===== src/rtl/srl_ctrl_pkg.sv =====
// Shared widths, default issue-word layout and the round-robin pick helper
// for the SRL issue controller.
package srl_ctrl_pkg;

    localparam int unsigned DEF_NUM_REQ    = 4;
    localparam int unsigned DEF_DATA_WIDTH = 18;
    localparam int unsigned DEF_CREDITS    = 4;
    localparam int unsigned DEF_ID_WIDTH   = $clog2(DEF_NUM_REQ);
    localparam int unsigned DEF_CNT_WIDTH  = $clog2(DEF_CREDITS + 1);

    localparam int unsigned MAX_REQ    = 32;
    localparam int unsigned MAX_REQ_IW = $clog2(MAX_REQ);

    typedef struct packed {
        logic                      vld;
        logic [DEF_ID_WIDTH-1:0]   id;
        logic [DEF_DATA_WIDTH-1:0] data;
    } iss_word_t;

    // One-hot pick of the first eligible index searching ptr, ptr+1, ... mod n.
    function automatic logic [MAX_REQ-1:0] rr_pick(input logic [MAX_REQ-1:0] elig,
                                                   input int unsigned ptr,
                                                   input int unsigned n);
        logic [MAX_REQ-1:0] gnt;
        logic               found;
        int unsigned        idx;
        gnt   = '0;
        found = 1'b0;
        for (int unsigned k = 0; k < MAX_REQ; k++) begin
            if (k < n && !found) begin
                idx = ptr + k;
                if (idx >= n) idx = idx - n;
                if (elig[idx[MAX_REQ_IW-1:0]]) begin
                    gnt[idx[MAX_REQ_IW-1:0]] = 1'b1;
                    found = 1'b1;
                end
            end
        end
        return gnt;
    endfunction

endpackage


===== src/rtl/rr_arbiter.sv =====
// Combinational round-robin arbiter; the pointer register lives in the parent.
module rr_arbiter
    import srl_ctrl_pkg::*;
#(
    parameter int unsigned N = 4,
    localparam int unsigned IW = (N > 1) ? $clog2(N) : 1
) (
    input  logic [N-1:0]  elig_i,
    input  logic [IW-1:0] ptr_i,
    output logic [N-1:0]  gnt_o,
    output logic [IW-1:0] gnt_idx_o,
    output logic          any_gnt_o
);

    always_comb begin
        gnt_o     = N'(rr_pick(MAX_REQ'(elig_i), 32'(ptr_i), N));
        gnt_idx_o = '0;
        for (int unsigned i = 0; i < N; i++) begin
            if (gnt_o[i]) gnt_idx_o = IW'(i);
        end
        any_gnt_o = |gnt_o;
    end

endmodule


===== src/rtl/srl_rr_issue_ctrl.sv =====
// Credit-based round-robin issue controller feeding a fixed-latency SRL datapath
// with a registered {vld, id, data} word.
module srl_rr_issue_ctrl
    import srl_ctrl_pkg::*;
#(
    parameter int unsigned NUM_REQ    = 4,
    parameter int unsigned DATA_WIDTH = 18,
    parameter int unsigned CREDITS    = 4,
    localparam int unsigned ID_WIDTH  = $clog2(NUM_REQ),
    localparam int unsigned CNT_WIDTH = $clog2(CREDITS + 1)
) (
    input  logic                            clk,
    input  logic                            rst,
    input  logic                            enable,
    input  logic [NUM_REQ-1:0]              req_vld,
    input  logic [NUM_REQ*DATA_WIDTH-1:0]   req_data,
    output logic [NUM_REQ-1:0]              req_rdy,
    input  logic [NUM_REQ-1:0]              crd_ret,
    output logic                            iss_vld,
    output logic [ID_WIDTH-1:0]             iss_id,
    output logic [DATA_WIDTH-1:0]           iss_data,
    output logic [NUM_REQ*CNT_WIDTH-1:0]    crd_cnt,
    output logic                            idle,
    output logic                            err_crd_ovf
);

    typedef struct packed {
        logic                  vld;
        logic [ID_WIDTH-1:0]   id;
        logic [DATA_WIDTH-1:0] data;
    } iss_q_t;

    localparam logic [CNT_WIDTH-1:0] CNT_FULL = CNT_WIDTH'(CREDITS);

    logic [CNT_WIDTH-1:0] cnt_q [NUM_REQ];
    logic [CNT_WIDTH-1:0] cnt_d [NUM_REQ];
    logic [ID_WIDTH-1:0]  rr_ptr_q, rr_ptr_d;
    iss_q_t               iss_q, iss_d;
    logic                 err_q, err_d;

    logic [NUM_REQ-1:0]   elig;
    logic [NUM_REQ-1:0]   gnt;
    logic [ID_WIDTH-1:0]  gnt_idx;
    logic                 any_gnt;
    logic [NUM_REQ-1:0]   ovf;

    // Eligibility uses only registered counts so req_rdy never sees crd_ret.
    always_comb begin
        for (int unsigned i = 0; i < NUM_REQ; i++) begin
            elig[i] = req_vld[i] & (cnt_q[i] != '0) & enable;
        end
    end

    rr_arbiter #(.N(NUM_REQ)) u_arb (
        .elig_i    (elig),
        .ptr_i     (rr_ptr_q),
        .gnt_o     (gnt),
        .gnt_idx_o (gnt_idx),
        .any_gnt_o (any_gnt)
    );

    assign req_rdy = gnt;

    always_comb begin
        err_d = err_q;
        for (int unsigned i = 0; i < NUM_REQ; i++) begin
            cnt_d[i] = cnt_q[i];
            ovf[i]   = 1'b0;
            case ({gnt[i], crd_ret[i]})
                2'b10: cnt_d[i] = cnt_q[i] - CNT_WIDTH'(1);
                2'b01: begin
                    if (cnt_q[i] == CNT_FULL) ovf[i]   = 1'b1;
                    else                      cnt_d[i] = cnt_q[i] + CNT_WIDTH'(1);
                end
                default: cnt_d[i] = cnt_q[i];
            endcase
        end
        if (|ovf) err_d = 1'b1;
    end

    always_comb begin
        iss_d     = iss_q;
        iss_d.vld = any_gnt;
        rr_ptr_d  = rr_ptr_q;
        if (any_gnt) begin
            iss_d.id = gnt_idx;
            for (int unsigned i = 0; i < NUM_REQ; i++) begin
                if (gnt[i]) iss_d.data = req_data[i*DATA_WIDTH +: DATA_WIDTH];
            end
            rr_ptr_d = (gnt_idx == ID_WIDTH'(NUM_REQ - 1)) ? '0 : gnt_idx + ID_WIDTH'(1);
        end
    end

    always_ff @(posedge clk or posedge rst) begin
        if (rst) begin
            for (int unsigned i = 0; i < NUM_REQ; i++) cnt_q[i] <= CNT_FULL;
            rr_ptr_q <= '0;
            iss_q    <= '0;
            err_q    <= 1'b0;
        end else begin
            for (int unsigned i = 0; i < NUM_REQ; i++) cnt_q[i] <= cnt_d[i];
            rr_ptr_q <= rr_ptr_d;
            iss_q    <= iss_d;
            err_q    <= err_d;
        end
    end

    always_comb begin
        idle = ~iss_q.vld;
        for (int unsigned i = 0; i < NUM_REQ; i++) begin
            crd_cnt[i*CNT_WIDTH +: CNT_WIDTH] = cnt_q[i];
            if (cnt_q[i] != CNT_FULL) idle = 1'b0;
        end
    end

    assign iss_vld     = iss_q.vld;
    assign iss_id      = iss_q.id;
    assign iss_data    = iss_q.data;
    assign err_crd_ovf = err_q;

endmodule


===== config.mk =====
export PLATFORM = sky130hd
export DESIGN_NAME = srl_rr_issue_ctrl
export DESIGN_NICKNAME = d
export VERILOG_FILES = /design/src/rtl/srl_ctrl_pkg.sv /design/src/rtl/rr_arbiter.sv /design/src/rtl/srl_rr_issue_ctrl.sv
export SDC_FILE = /design/constraint.sdc
export NUM_CORES = 1
export LEC_CHECK = 0
export ABC_AREA = 1
export ABC_CLOCK_PERIOD_IN_PS = 2620
export BUFFER_PORTS_ARGS = -buffer_cell sky130_fd_sc_hd__buf_2
export CAP_MARGIN = 20
export CELL_PAD_IN_SITES_DETAIL_PLACEMENT = 1
export CELL_PAD_IN_SITES_GLOBAL_PLACEMENT = 2
export CORE_MARGIN = 1.5
export CORE_UTILIZATION = 22
export CTS_BUF_LIST = sky130_fd_sc_hd__clkbuf_4 sky130_fd_sc_hd__clkbuf_8
export CTS_CLUSTER_DIAMETER = 150
export CTS_CLUSTER_SIZE = 24
export DETAILED_ROUTE_END_ITERATION = 10
export PLACE_DENSITY = 0.78
export SLEW_MARGIN = 20
export SYNTH_ARGS = -nofsm -noshare
export SYNTH_HDL_FRONTEND = slang
export SYNTH_SLANG_ARGS = --single-unit

===== constraint.sdc =====
create_clock -name clk -period 2.62 [get_ports clk]
set_input_delay 0.393 -clock clk [delete_from_list [all_inputs] [get_ports clk]]
set_output_delay 0.393 -clock clk [all_outputs]
set_load 0.05 [all_outputs]

=== After elaboration in Yosys (flattened, before gate mapping) ===
Index checks and enable logic that the tools add are counted.

* Flip-flop bits (word level): 36
* Input port bits: 83
* Output and inout bits: 39
* Word-level logic and storage cells: 153

* $add $sub $neg: 16
* $lt $le $gt $ge: 12
* Equal/unequal tests: 21
* Multiplexer cells: 63
* Bitwise gates (word level): 12
* Reduce and logical (&&, ||, !) cells: 20

{| class="wikitable"
|+ Operator list
! cell !! number
|-
| $ge 32x3->1 const B || 3
|-
| $mux 18 || 4
|-
| $mux 5 || 7
|-
| $mux 4 || 7
|-
| $mux 1 || 26
|-
| $lt 5x6->1 const B || 4
|-
| $pmux 3 s2 || 4
|-
| $bmux 1 s5 || 4
|-
| $demux 1 s5 || 4
|-
| $ge 5x1->1 const B || 4
|-
| $sub 5x3->5 const B || 3
|-
| $add 3x1->3 const B || 4
|-
| $eq 3x3->1 const B || 4
|-
| $mux 3 || 4
|-
| $ne 3x3->1 const B || 4
|-
| $or 4x4->4 || 3
|-
| $reduce_bool 3->1 || 4
|-
| $sub 3x1->3 const B || 4
|-
| $eq 2x2->1 const B || 5
|-
| $reduce_and 2->1 || 5
|-
| $and 1x1->1 || 8
|-
| $eq 2x1->1 const B || 4
|-
| $ne 2x2->1 const B || 4
|-
| $reduce_bool 2->1 || 4
|-
| other kinds (10) || 17
|}

=== Longest topological paths before layout ===
* Word-level depth: 29
* Mapped depth: 18
* Gate-level depth less buffers: 17

=== By module ===
From an unflattened synthesis, not the netlist that was laid out.

* Cell total of the unflattened synthesis: 445
* Area, all modules: 2916.5 um2

{| class="wikitable"
|+ Modules (own cells, without submodules)
! module !! instances !! cells an instance !! area each (um2) !! sequential area each (um2)
|-
| srl_rr_issue_ctrl || 1 || 353 || 2398.6 || 905.9
|-
| rr_arbiter || 1 || 92 || 518.0 || 0.0
|}

=== Worst setup path before layout ===
No wires, ideal clock.

* Path type: flip-flop to output port
* Start: register cnt_q, in the netlist crd_cnt[2]
* End: output idle
* Arrival time: 2.184 ns
* Data required time: 2.227 ns
* Path slack: 0.043 ns
* Stages on the path, launching flop included: 5
* Path buffers: 0
* Cell sequence: dfstp_2 -> inv_1 -> nor3_1 -> nand4_1 -> nor3_1

* Longest elaborated chain between the ends: 5

{| class="wikitable"
|+ RTL lines
! element !! RTL line !! text
|-
| start, declared || srl_rr_issue_ctrl.sv:35 || <nowiki>logic [CNT_WIDTH-1:0] cnt_q [NUM_REQ];</nowiki>
|-
| $ne 3x3->1 || srl_rr_issue_ctrl.sv:112 || <nowiki>if (cnt_q[i] != CNT_FULL) idle = 1'b0;</nowiki>
|-
| $mux 1 (4 in a row) || srl_rr_issue_ctrl.sv:112 ||
|-
| end, declared || srl_rr_issue_ctrl.sv:23 || <nowiki>output logic idle,</nowiki>
|}

No other way between the ends.

=== Final worst setup path ===
* Start: register cnt_q, in the netlist crd_cnt[9]
* End: output req_rdy[2]

* Longest elaborated chain between the ends: 15
* Elaborated cells between the ends (all ways): 26
* Classes of those cells: mux (20); bitwise (5); reduce/logical (1)

{| class="wikitable"
|+ RTL lines
! element !! RTL line !! text
|-
| $reduce_bool 3->1 * || srl_rr_issue_ctrl.sv:50 || <nowiki>elig[i] = req_vld[i] & (cnt_q[i] != '0) & enable;</nowiki>
|-
| $and 1x1->1 * (2 in a row) || srl_rr_issue_ctrl.sv:50 ||
|-
| $bmux 1 s5 || srl_ctrl_pkg.sv:33 || <nowiki>if (elig[idx[MAX_REQ_IW-1:0]]) begin</nowiki>
|-
| $mux 1 (not written as such) || srl_ctrl_pkg.sv:33 ||
|-
| $mux 4 || srl_ctrl_pkg.sv:33 ||
|-
| $or 4x4->4 (no line) || - ||
|-
| $mux 4 || srl_ctrl_pkg.sv:33 ||
|-
| $mux 4 || srl_ctrl_pkg.sv:30 || <nowiki>if (k < n && !found) begin</nowiki>
|-
| $or 4x4->4 (no line) || - ||
|-
| $mux 4 || srl_ctrl_pkg.sv:33 ||
|-
| $mux 4 || srl_ctrl_pkg.sv:30 ||
|-
| $or 4x4->4 (no line) || - ||
|-
| $mux 4 || srl_ctrl_pkg.sv:33 ||
|-
| $mux 4 * || srl_ctrl_pkg.sv:30 ||
|-
| end, declared || srl_rr_issue_ctrl.sv:17 || <nowiki>output logic [NUM_REQ-1:0] req_rdy,</nowiki>
|}

Mark *: on every way between the ends. The rest lies on a longest branch, timed or not. The select of a mux whose other input is x is not followed.

==> impl_metrics.csv <==
group,metric,value,unit
status,status,"finished, final reports clean",
placement,dp_cells,750,
sta,layout_min_cycle_time,2.51,ns
cts,cts_max_level,2,
final_layout,nets,694,
sta,tightest_slew,0.480,ns
logic_synthesis,synth_top_area_cell,"dfrtp_1",
sta,finalSetupViolCount,0,
logic_synthesis,ys_seq_area_share,31.3,%
worst_setup_path,path_max_fanout,6,
routing,wl,10200,um
logic_synthesis,synth_area,2890,um^2
cts,numClockSinks,36,
cts,cts_tree,"done",
logic_synthesis,synth_top_area_share,27.7,%
logic_synthesis,synth_nets,552,
grt,globalRouteMet1Util,19.2,%
floorplan,die_x,118,um
flow_run,cap_violations,0,
floorplan,start_util,22.7,%
worst_setup_path,critPathLaunch,"crd_cnt[9]",
sta,layout_setup_ws,0.106,ns
sta,finalHoldViolCount,0,
routing,detail_route.first_pass.iterations,6,
floorplan,core-area,12700,um^2
placement,hpwl,8370,um
sta,clock.fmax,0.398,GHz
logic_synthesis,avgSynthCellArea,6.33,um^2
routing,final_antenna_net_count,0,
placement,place_ws,-0.0249,ns
routing,route.detailed.drc,0,
grt,grt_pass1_wl,16800,um
grt,grt_pass1_vias,3479,
sta,finalCritPeriodShare,95.9,%
cts,clk_latency,0.30,ns
final_layout,layout_common_cells,"nand2_1 (166), buf_2 (117), nor2_1 (58), inv_1 (50), buf_4 (28)",
sta,setup_tns,0,ns
grt,grt_usage,14.6,%
sta,hold_slack,0.199,ns
grt,globalRouteMet2Util,25.5,%
worst_setup_path,critPathKind,"flip-flop to output pin",
logic_synthesis,synth-seq-cells,36,
sta,rsz0062_at_grt,"true",
worst_setup_path,r2r-start,"crd_cnt[9]",
sta,slew_headroom,68.0,%
routing,vias_per_cell,4.32,
grt,antenna_found_initial,0,
final_layout,final.fill_count,1695,
logic_synthesis,synth_cell_types,25,
grt,met3_usage,3.15,%
worst_setup_path,arrival,2.12,ns
cts,cts_buffer_depth,2,
final_layout,fin_cells,772,
worst_setup_path,critPathLaunchType,"flip-flop",
logic_synthesis,synth_area_leaders,"dfrtp_1 (28%), nand2_1 (22%), nor2_1 (7.9%)",
cts,root_buffer,"clkbuf_8",
final_layout,area_delta_synth_final,42.3,%
worst_hold_path,hold_class,"input pin to async pin",
logic_synthesis,ys_warn_count,0,
grt,grt_start_max_net_pins,38,
cts,clkTransAtPathRegs,0.08,ns
grt,globalRouteOverflowTotal,0,
placement,port_buffers,121,
grt,busiest_layer,"met2",
cts,numCtsBuffers,5,
routing,wl_per_cell,13.3,um
placement,gp_congestion,0.776,
logic_synthesis,synth_cells,457,
sta,skew,0.00655,ns
floorplan,die_area,13800,um^2
worst_setup_path,worstPathRequired,2.23,ns
floorplan,row_count,41,
routing,via_count,3336,
worst_setup_path,critPathCaptureType,"output pin",
floorplan,pin_count,122,
sta,slew_violations,0,
floorplan,die_h,118,um
final_layout,antenna_cells,0,
final_layout,drive_gt1_share,34.2,%
final_layout,layout_commonest_cell,"nand2_1",
routing,drtIter0Drc,87,
## logic make-up after synthesis
group / Yosys count / synth area share [%]
buffers and inverters: 68 / 11.0
XOR/XNOR: 3 / 0.908
flip-flops: 36 / 31.3
AND/OR/NAND/NOR: 295 / 42.9
adder cells (fa/ha/maj): 12 / 6.23
AO/OA/AOI/OAI: 43 / 7.66
## cell type report
| type | instances | area, um^2 | area share, % |
|---|---|---|---|
| Multi-Input combinational cell | 353 | 1820 | 44.1 |
| Sequential cell | 36 | 912 | 22.2 |
| Timing Repair Buffer | 149 | 853 | 20.7 |
| Tap cell | 172 | 215 | 5.23 |
| Inverter | 54 | 208 | 5.05 |
| Clock buffer | 6 | 76.3 | 1.85 |
| Clock inverter | 2 | 35.0 | 0.851 |
## synth_stat cells (all sizes together)
cell type  number
nor3            2
xor2            3
nor2           69
dfrtp          32
fa              4
o21bai          1
ha              8
a21oi          19
inv            54
nand2         176
buf            14
nand3          39
nand4           9
o21ai          23
dfstp           4
## registers in the layout (all words and copies together) (netlist names)
signal,count
crd_cnt,12
err_crd_ovf,1
iss_data,18
iss_id,2
iss_vld,1
rr_ptr_q,2
## per-stage QoR
stage | utilization, % | area [um^2]
global placement | 29.2 | 3720
finish | 32.4 | 4120
global route | 32.4 | 4120
detailed placement | 29.2 | 3720
CTS | 30.6 | 3890
floorplan | - | 2890
## worst max-delay path, stage by stage (launching register included)
cell and delay [ns]:
dfrtp_2 0.46, nor2_4 0.13, nand2_1 0.09, nand3_1 0.11, nand2_1 0.08, nand2_1 0.07
nand2_2 0.11, nor2_4 0.23, nand3_4 0.13, nand2_4 0.11, buf_4 0.15, buf_8 0.14
## layer usage
metal	up-vias	wire (um)
li1	1701	-
met1	1559	4670
met2	70	5050
met3	6	485
met5	-	0
met4	0	27
## path summary, 6_finish.rpt
| kind | slack, ns | cells past startpoint | endpoint |
|---|---|---|---|
| worst max-delay path | 0.11 | 11 | req_rdy[2] |
| worst max register to register | 0.17 | 16 | crd_cnt[2] |
| worst min register to register | 0.48 | 2 | crd_cnt[2] |
| worst min-delay path | 0.20 | 3 | err_crd_ovf |
| min in group clk | 0.43 | 5 | iss_data[15] |
| max in group asynchronous | 2.05 | 3 | crd_cnt[6] |
## repair_timing
item,in CTS,in global routing
setup endpoints to repair,5,30
hold buffers,0,0
pin swaps,2,11
buffers inserted,3,11
gates resized for setup,10,36
gates cloned,0,0
Power is not shown: default switching activity piles up to over one toggle a cycle in this logic, so the estimate is an artifact.
